File: src/rtl/nonce_fifo_hub.sv
// Collects golden nonces from SLAVES miners into per-slave holding registers,
// arbitrates them into a FIFO and hands them one by one to serial_transmit.
module nonce_fifo_hub #(
    parameter int SLAVES       = 4,
    parameter int NONCE_WIDTH  = 32,
    parameter int FIFO_DEPTH   = 8,
    parameter int ARB_RR       = 1,
    parameter int BUSY_TIMEOUT = 15
) (
    input  logic                            uart_clk,
    input  logic                            reset_n,
    input  logic [SLAVES-1:0]               new_nonces,
    input  logic [SLAVES*NONCE_WIDTH-1:0]   slave_nonces,
    input  logic                            serial_busy,
    input  logic                            clear_stats,
    output logic                            serial_send,
    output logic [NONCE_WIDTH-1:0]          golden_nonce,
    output logic [$clog2(FIFO_DEPTH):0]     fifo_count,
    output logic [15:0]                     drop_count,
    output logic [SLAVES-1:0]               drop_flags
);
    localparam int PW = $clog2(FIFO_DEPTH) + 1;
    localparam int SW = (SLAVES > 1) ? $clog2(SLAVES) : 1;
    localparam int TW = 8;

    typedef enum logic [1:0] {
        IDLE    = 2'd0,
        SEND    = 2'd1,
        WAIT_HI = 2'd2,
        WAIT_LO = 2'd3
    } state_t;

    logic [NONCE_WIDTH-1:0] pend_q [SLAVES];
    logic [NONCE_WIDTH-1:0] pend_d [SLAVES];
    logic [SLAVES-1:0]      pend_valid_q, pend_valid_d;
    logic [SW-1:0]          rr_ptr_q, rr_ptr_d;
    logic [PW-1:0]          wr_ptr_q, wr_ptr_d, rd_ptr_q, rd_ptr_d;
    logic [NONCE_WIDTH-1:0] fifo_mem_q [FIFO_DEPTH];
    logic [15:0]            drop_count_q, drop_count_d;
    logic [SLAVES-1:0]      drop_flags_q, drop_flags_d;
    logic [SLAVES-1:0]      drop_vec;
    logic                   gnt_vld;
    logic [SW-1:0]          gnt_idx;
    logic                   fifo_full, fifo_empty, pop;

    state_t                 state_q;
    logic [TW-1:0]          timer_q;
    logic                   serial_send_q;
    logic [NONCE_WIDTH-1:0] golden_nonce_q;

    assign fifo_empty = (wr_ptr_q == rd_ptr_q);
    assign fifo_full  = (wr_ptr_q[PW-1] != rd_ptr_q[PW-1]) &&
                        (wr_ptr_q[PW-2:0] == rd_ptr_q[PW-2:0]);
    assign pop        = (state_q == IDLE) && !fifo_empty && !serial_busy;

    // Search starts at rr_ptr in round-robin mode, at slave 0 otherwise.
    always_comb begin : arb
        int idx;
        gnt_vld = 1'b0;
        gnt_idx = '0;
        idx     = 0;
        for (int k = 0; k < SLAVES; k++) begin
            idx = ((ARB_RR != 0) ? int'(rr_ptr_q) : 0) + k;
            if (idx >= SLAVES) idx = idx - SLAVES;
            if (!gnt_vld && !fifo_full && pend_valid_q[idx]) begin
                gnt_vld = 1'b1;
                gnt_idx = SW'(idx);
            end
        end
    end

    always_comb begin : capture
        logic        granted;
        int          ndrop;
        int          nxt;
        logic [16:0] sum;
        pend_d       = pend_q;
        pend_valid_d = pend_valid_q;
        drop_vec     = '0;
        granted      = 1'b0;
        ndrop        = 0;
        nxt          = 0;
        for (int i = 0; i < SLAVES; i++) begin
            granted = gnt_vld && (gnt_idx == SW'(i));
            if (granted) pend_valid_d[i] = 1'b0;
            if (new_nonces[i]) begin
                pend_d[i]       = slave_nonces[i*NONCE_WIDTH +: NONCE_WIDTH];
                pend_valid_d[i] = 1'b1;
                if (pend_valid_q[i] && !granted) drop_vec[i] = 1'b1;
            end
            ndrop = ndrop + int'(drop_vec[i]);
        end
        sum          = {1'b0, drop_count_q} + 17'(ndrop);
        drop_count_d = sum[16] ? 16'hFFFF : sum[15:0];
        drop_flags_d = drop_flags_q | drop_vec;
        if (clear_stats) begin
            drop_count_d = '0;
            drop_flags_d = '0;
        end
        rr_ptr_d = rr_ptr_q;
        if (gnt_vld) begin
            nxt = int'(gnt_idx) + 1;
            if (nxt >= SLAVES) nxt = 0;
            rr_ptr_d = SW'(nxt);
        end
        wr_ptr_d = wr_ptr_q + PW'(gnt_vld);
        rd_ptr_d = rd_ptr_q + PW'(pop);
    end

    always_ff @(posedge uart_clk or negedge reset_n) begin
        if (!reset_n) begin
            for (int i = 0; i < SLAVES; i++) pend_q[i] <= '0;
            pend_valid_q <= '0;
            rr_ptr_q     <= '0;
            wr_ptr_q     <= '0;
            rd_ptr_q     <= '0;
            drop_count_q <= '0;
            drop_flags_q <= '0;
        end else begin
            pend_q       <= pend_d;
            pend_valid_q <= pend_valid_d;
            rr_ptr_q     <= rr_ptr_d;
            wr_ptr_q     <= wr_ptr_d;
            rd_ptr_q     <= rd_ptr_d;
            drop_count_q <= drop_count_d;
            drop_flags_q <= drop_flags_d;
        end
    end

    // Storage only; occupancy is defined entirely by the reset pointers.
    always_ff @(posedge uart_clk) begin
        if (gnt_vld) fifo_mem_q[wr_ptr_q[PW-2:0]] <= pend_q[gnt_idx];
    end

    // The busy-rise timer counts down from BUSY_TIMEOUT-1, so WAIT_HI lasts
    // at most BUSY_TIMEOUT cycles before the word is abandoned.
    always_ff @(posedge uart_clk or negedge reset_n) begin
        if (!reset_n) begin
            state_q        <= IDLE;
            timer_q        <= '0;
            serial_send_q  <= 1'b0;
            golden_nonce_q <= '0;
        end else begin
            serial_send_q <= 1'b0;
            case (state_q)
                IDLE: begin
                    if (pop) begin
                        golden_nonce_q <= fifo_mem_q[rd_ptr_q[PW-2:0]];
                        serial_send_q  <= 1'b1;
                        state_q        <= SEND;
                    end
                end
                SEND: begin
                    timer_q <= TW'(BUSY_TIMEOUT - 1);
                    state_q <= WAIT_HI;
                end
                WAIT_HI: begin
                    if (serial_busy)          state_q <= WAIT_LO;
                    else if (timer_q == '0)   state_q <= IDLE;
                    else                      timer_q <= timer_q - 1'b1;
                end
                WAIT_LO: begin
                    if (!serial_busy) state_q <= IDLE;
                end
                default: state_q <= IDLE;
            endcase
        end
    end

    assign serial_send  = serial_send_q;
    assign golden_nonce = golden_nonce_q;
    assign fifo_count   = wr_ptr_q - rd_ptr_q;
    assign drop_count   = drop_count_q;
    assign drop_flags   = drop_flags_q;
endmodule

File: config.mk
export PLATFORM = sky130hd
export DESIGN_NAME = nonce_fifo_hub
export DESIGN_NICKNAME = d
export VERILOG_FILES = /design/src/rtl/nonce_fifo_hub.sv
export SDC_FILE = /design/constraint.sdc
export NUM_CORES = 1
export LEC_CHECK = 0
export ABC_AREA = 0
export BUFFER_PORTS_ARGS = -buffer_cell sky130_fd_sc_hd__clkbuf_2
export CORE_ASPECT_RATIO = 2
export CORE_MARGIN = 1
export CORE_UTILIZATION = 60
export CTS_BUF_LIST = sky130_fd_sc_hd__clkbuf_4 sky130_fd_sc_hd__clkbuf_8
export DETAILED_ROUTE_END_ITERATION = 10
export PLACE_DENSITY = 0.8
export SYNTH_ARGS = -nofsm -noshare
export SYNTH_HDL_FRONTEND = slang
export SYNTH_SLANG_ARGS = --single-unit
File: constraint.sdc
create_clock -name uart_clk -period 5.4 [get_ports uart_clk]
set_input_delay 0.54 -clock uart_clk [delete_from_list [all_inputs] [get_ports uart_clk]]
set_output_delay 0.54 -clock uart_clk [all_outputs]
set_load 0.005 [all_outputs]
==> impl_metrics.toml, run 1 <==
[floorplan]
coreArea_um2 = 30900
die_y_um = 252
io_pins = 193
rows = 91
die_x_um = 127
die_area_um2 = 32000
start_util = 0.608

[clocking]
cts_setup_buffers = 0
holdBufCountCts = 0
cts_buffers = 59
root_buffer = "clkbuf_8"
htreeDepth = 2
insertion_delay_ps = 640
clock_path_buffers = 3
clkTransAtPathRegs_ps = 70
cts_num_sinks = 461
cts_tree = "built"
cts_resized = 0

[global_routing]
grt_pass1_vias = 11900
grtUsageTotal = 0.269
antenna_found_initial = 3
gr-total-overflow = 0
grt_max_degree = 111
grt_pass1_wl_um = 64500

[yosys]
synthesis.nets = 1370
ys_warn_count = 0
syn_inst = 1218
async_reset_ff_frac = 0.445
syn_area_um2 = 18800
synth_cell_types = 54
ys_seq_elements = 461
yosysSeqAreaShare = 0.683
synth_edf_count = 256
postSynthAreaPerCell_um2 = 15.4
synthFlopType = "edfxtp_1"

[detailed_routing]
route.detailed.drc = 0
drtIter0Drc = 703
avgRoutedWirePerCell_um = 21.7
wl_um = 41000
dr.pass1.iters = 5
viasPerCell = 5.89
vias = 11100
antenna_left = 0

[place]
placed_area_um2 = 20200
dp_hpwl_um = 25900
portBuffers = 192
place_congestion = 0.869

[layout]
final-seq-area_um2 = 12800
area_growth_pct = 14.3
stdcell_area_um2 = 21400
postLayoutCoreUtil = 0.695
n_fill_cell = 2042
multi_input_area_um2 = 5610
layout-drive-gt1-share = 0.363
finalNetCount = 1574

[sta]
finalClockSkew_ps = 26.0
slew_viol_final = 0
max-slew-margin-rel = 0.234
rsz0062_at_grt = "no"
finalSetupTns_ps = 0
finalCritPeriodShare = 0.876
whs_ps = -10.3
tightest_slew_ps = 1150
setup_viol = 0
hold_viol = 2
period_minus_slack_ps = 4730
max_freq_mhz = 211

[worst_setup_path]
cp-endpoint = "drop_count[0]"
crit_path_top_delay_cell = "dfrtp_4"
worst_ep_arrival_time_ps = 5270
reg2reg_from = "rd_ptr_q[0]"
worst_setup_path_start_kind = "flip-flop"
crit_path_max_incr_delay_ps = 650
worstPathRequired_ps = 5940
reg2reg_depth = 14
crit_path_max_fanout = 66
cp_cell_sequence = "ha_1 -> and3_1 -> nand2b_4 -> o2111ai_4 -> buf_4 -> inv_2 -> buf_4 -> a21o_1 -> fa_1 -> inv_1 -> fa_1 -> nand3_4 -> or4_4 -> a21oi_1"
crit_type = "reg2reg"
cp-startpoint = "rd_ptr_q[0]"
r2r_slack_ps = 670
rr_endpoint = "drop_count[0]"
worstSetupEndpointType = "flip-flop"

[status]
failed_checks = "negative hold slack"
status = "complete, but fails checks"

[pwr]
power.leakage_uw = 0.00841
pwr_density_cell_nw_per_um2 = 662
vdd_drop_max_v = 0.000389

[run]
drv_cap = 0

[hold_path]
min_path_type = "in2async"
[Yosys cell counts (all sizes together), types with 23 or more instances]
library cell	n	share of area
a22oi	32	0.013
dfrtp	205	0.27
a31oi	34	0.011
a21oi	85	0.023
nand2	148	0.030
buf	40	0.012
edfxtp	256	0.41
clkbuf	32	0.0064
mux4	64	0.077
mux2	128	0.077
inv	23	0.0046
nor2	56	0.011
[how the worst min path moves through the flow]
stage | slack (ps) | cells past startpoint | endpoint | startpoint
detailed placement | 500 | 1 | pend_q[119] | pend_q[119]
global route | 30 | 1 | pend_q[20] | reset_n
global placement | 490 | 1 | pend_q[104] | pend_q[104]
floorplan | 240 | 0 | async pin | reset_n
CTS | 10 | 1 | pend_q[20] | reset_n
finish | -10 | 1 | pend_q[20] | reset_n
[worst max-delay path, delay by kind of cell (launching register included)]
family	cells	cell delay, ps
adder cells (fa/ha/maj)	3	1060
buffers and inverters	4	1090
AO/OA/AOI/OAI	3	610
flip-flops	1	650
AND/OR/NAND/NOR	4	1230
[state kept, by name, indices dropped and copies added (netlist names), 2 cells and up, named ones only]
name	count
state_q	2
fifo_mem_q	256
drop_flags	4
wr_ptr_q	4
rd_ptr_q	4
timer_q	8
pend_valid_q	4
drop_count	16
golden_nonce	32
pend_q	128
[cell families after synthesis]
| group | Yosys count | share of synthesized area |
|---|---|---|
| flops | 461 | 0.683 |
| simple gates | 248 | 0.0564 |
| compound gates | 182 | 0.0599 |
| mux | 195 | 0.155 |
| fa+ha+maj | 16 | 0.0123 |
| buf+inv | 95 | 0.0232 |
| xor+xnor | 21 | 0.0102 |
[layout by cell type (no fill, tap or decap), drive strengths merged, types with 5 or more instances in the layout]
cell    Yosys  layout
ha         12      12
dfrtp     205     205
inv        23      24
o21ai      10      10
nand2     148     148
xor2        9       9
edfxtp    256     256
mux4       64      64
nor3        7       7
a22oi      32      32
a31oi      34      34
nor2b       5       5
clkbuf     32     282
a21o        8       8
xnor2      12      12
clkinv      0      18
a21oi      85      85
nand3      13      13
buf        40      23
mux2      128     128
and3        5       5
nor2       56      56
[final cells by class]
cell class,count,share of cell area
flip-flops and latches,461,0.598
multi-input cells,662,0.261
clock buffers,90,0.0519
repair buffers,215,0.0539
inverters,23,0.00403
clock inverters,21,0.00613
well taps,418,0.0244
diodes,3,0.000350
[power breakdown]
group | total, µW | switching [µW] | internal, µW
Combinational | 5140 | 3280 | 1860
Sequential | 6430 | 501 | 5930
Clock | 2630 | 1260 | 1370
Total | 14200 | 5040 | 9160
[per-layer routing]
layer | wire length, µm | global-route usage | up-vias
met4 | 1580 | 0.136 | 0
li1 | - | - | 4948
met3 | 2530 | 0.0502 | 103
met2 | 21900 | 0.470 | 407
met1 | 15000 | 0.317 | 5686
met5 | 0 | 0 | -
[metrics by stage]
stage	total power [µW]	setup slack, ps	hold slack (ps)	cells
5_1_grt	15000	344	30.2	1893
3_3_place_gp	11400	811	489	1779
6_report	14200	671	-10.3	1893
2_1_floorplan	9950	656	244	1218
4_1_cts	14300	659	14.4	1890
3_5_place_dp	11700	653	496	1779
Power figures use the tool's default switching activity.
==> run 2: changes to the inputs <==
--- a/config.mk
+++ b/config.mk
@@ -15,2 +15,3 @@
 export PLACE_DENSITY = 0.8
+export SLEW_MARGIN = 20
 export SYNTH_ARGS = -nofsm -noshare
--- a/constraint.sdc
+++ b/constraint.sdc
@@ -3,2 +3,2 @@
 set_output_delay 0.54 -clock uart_clk [all_outputs]
-set_load 0.005 [all_outputs]
+set_load 0.1 [all_outputs]
==> run 2 against run 1 <==
Net effect: the run still ends with negative hold slack left; highest routed layer unchanged; cell area rose by 0.13%; sequential share of layout area down 0.077 points; via count is 0.28% higher; die area did not move; routed wire length up 0.55%; critical path depth stayed put; worst hold slack improved by 7.0 ps; non-clock buffer count increased by 1; setup slack better by 1.8 ps; final cell count hardly changed; register-to-register slack barely moved.
==> impl_metrics.toml, run 2 (synthesized netlist as in run 1, its figures left out) <==
[layout]
final_common_cell = "edfxtp_1"
multi_input_area_um2 = 5610
finalNetCount = 1575
final_cell_mix = "edfxtp_1, dfrtp_1, clkbuf_2"
layout-drive-gt1-share = 0.364
n_fill_cell = 2039
largest_reg_flops = 256
area_growth_pct = 14.4
final-seq-area_um2 = 12800
instances_no_fill = 1894

[sta]
period_minus_slack_ps = 4730
finalClockSkew_ps = 23.5
finalSetupTns_ps = 0
slew_viol_final = 0
rsz0062_at_grt = "no"
finalCritPeriodShare = 0.875
fin_ws_ps = 673
tightest_slew_ps = 1030
max_freq_mhz = 212
whs_ps = -3.24
setup_viol = 0
hold_viol = 1
max-slew-margin-rel = 0.313

[worst_setup_path]
crit_type = "reg2reg"
worst_setup_path_start_kind = "flip-flop"
cp_cell_sequence = "ha_1 -> and3_1 -> nand2b_4 -> o2111ai_4 -> buf_4 -> inv_2 -> buf_4 -> a21o_1 -> fa_1 -> inv_1 -> fa_1 -> nand3_4 -> or4_4 -> a21oi_1"
path_delay_family = "simple AND/OR/NAND/NOR gates"
worstSetupEndpointType = "flip-flop"
crit_path_max_incr_delay_ps = 650
crit_path_top_delay_cell = "dfrtp_4"
worst_ep_arrival_time_ps = 5270
worstPathRequired_ps = 5940
crit_path_max_fanout = 66
path_buf_inv = 4

[clocking]
root_buffer = "clkbuf_8"
cts_setup_buffers = 0
clkTransAtPathRegs_ps = 70
cts_resized = 0
cts_tree = "built"
insertion_delay_ps = 630
cts_buffers = 59
cts_num_sinks = 461
holdBufCountCts = 0
clock_path_buffers = 3
htreeDepth = 2

[place]
portBuffers = 192
dp_hpwl_um = 25900
dp.cells = 1779
place_congestion = 0.869
dp_slack_ps = 653

[detailed_routing]
viasPerCell = 5.90
dr.pass1.iters = 5
vias = 11200
wl_um = 41200
antenna_left = 0
avgRoutedWirePerCell_um = 21.8
drtIter0Drc = 647
route.detailed.drc = 0

[floorplan]
rows = 91
start_util = 0.608
io_pins = 193
die_x_um = 127
die_area_um2 = 32000
die_y_um = 252
coreArea_um2 = 30900

[global_routing]
grt_pass1_vias = 11900
grt_max_degree = 111
antenna_found_initial = 3
grt_pass1_wl_um = 64500
grtUsageTotal = 0.269
gr-total-overflow = 0

[hold_path]
min_path_type = "in2async"

[status]
status = "complete, but fails checks"
failed_checks = "negative hold slack"

[run]
drv_cap = 0
run 2: path summary, 6_finish.rpt:
check	startpoint	to	slack, ps	cells past startpoint
max	rd_ptr_q[0]	drop_count[0]	670	14
min in group uart_clk	slave_nonces[71]	pend_q[39]	140	2
max in group asynchronous	reset_n	golden_nonce[26]	4250	2
max reg2reg	rd_ptr_q[0]	drop_count[0]	670	14
min	reset_n	pend_q[20]	-3	1
min reg2reg	pend_q[127]	pend_q[127]	510	1
run 2: metal layers:
metal	GRT usage	wire length, µm	up-vias
met5	0	0	-
met4	0.136	1620	0
met3	0.0502	2610	111
met2	0.470	22000	418
met1	0.317	14900	5698
li1	-	-	4948
run 2: cell type report:
class	count	share of cell area
sequential	461	0.597
multi-input combinational	662	0.261
timing repair buffer	216	0.0551
clock buffer	90	0.0519
tap	418	0.0244
clock inverter	21	0.00612
inverter	23	0.00402
antenna	3	0.000350
run 2: through the flow:
stage / utilization / area, µm²
2_1_floorplan: - / 18800
3_3_place_gp: 0.654 / 20200
3_5_place_dp: 0.654 / 20200
4_1_cts: 0.695 / 21400
5_1_grt: 0.696 / 21500
6_report: 0.696 / 21500
Power of run 2 is not shown: default switching activity piles up to over one toggle a cycle in this logic, so the estimate is an artifact.
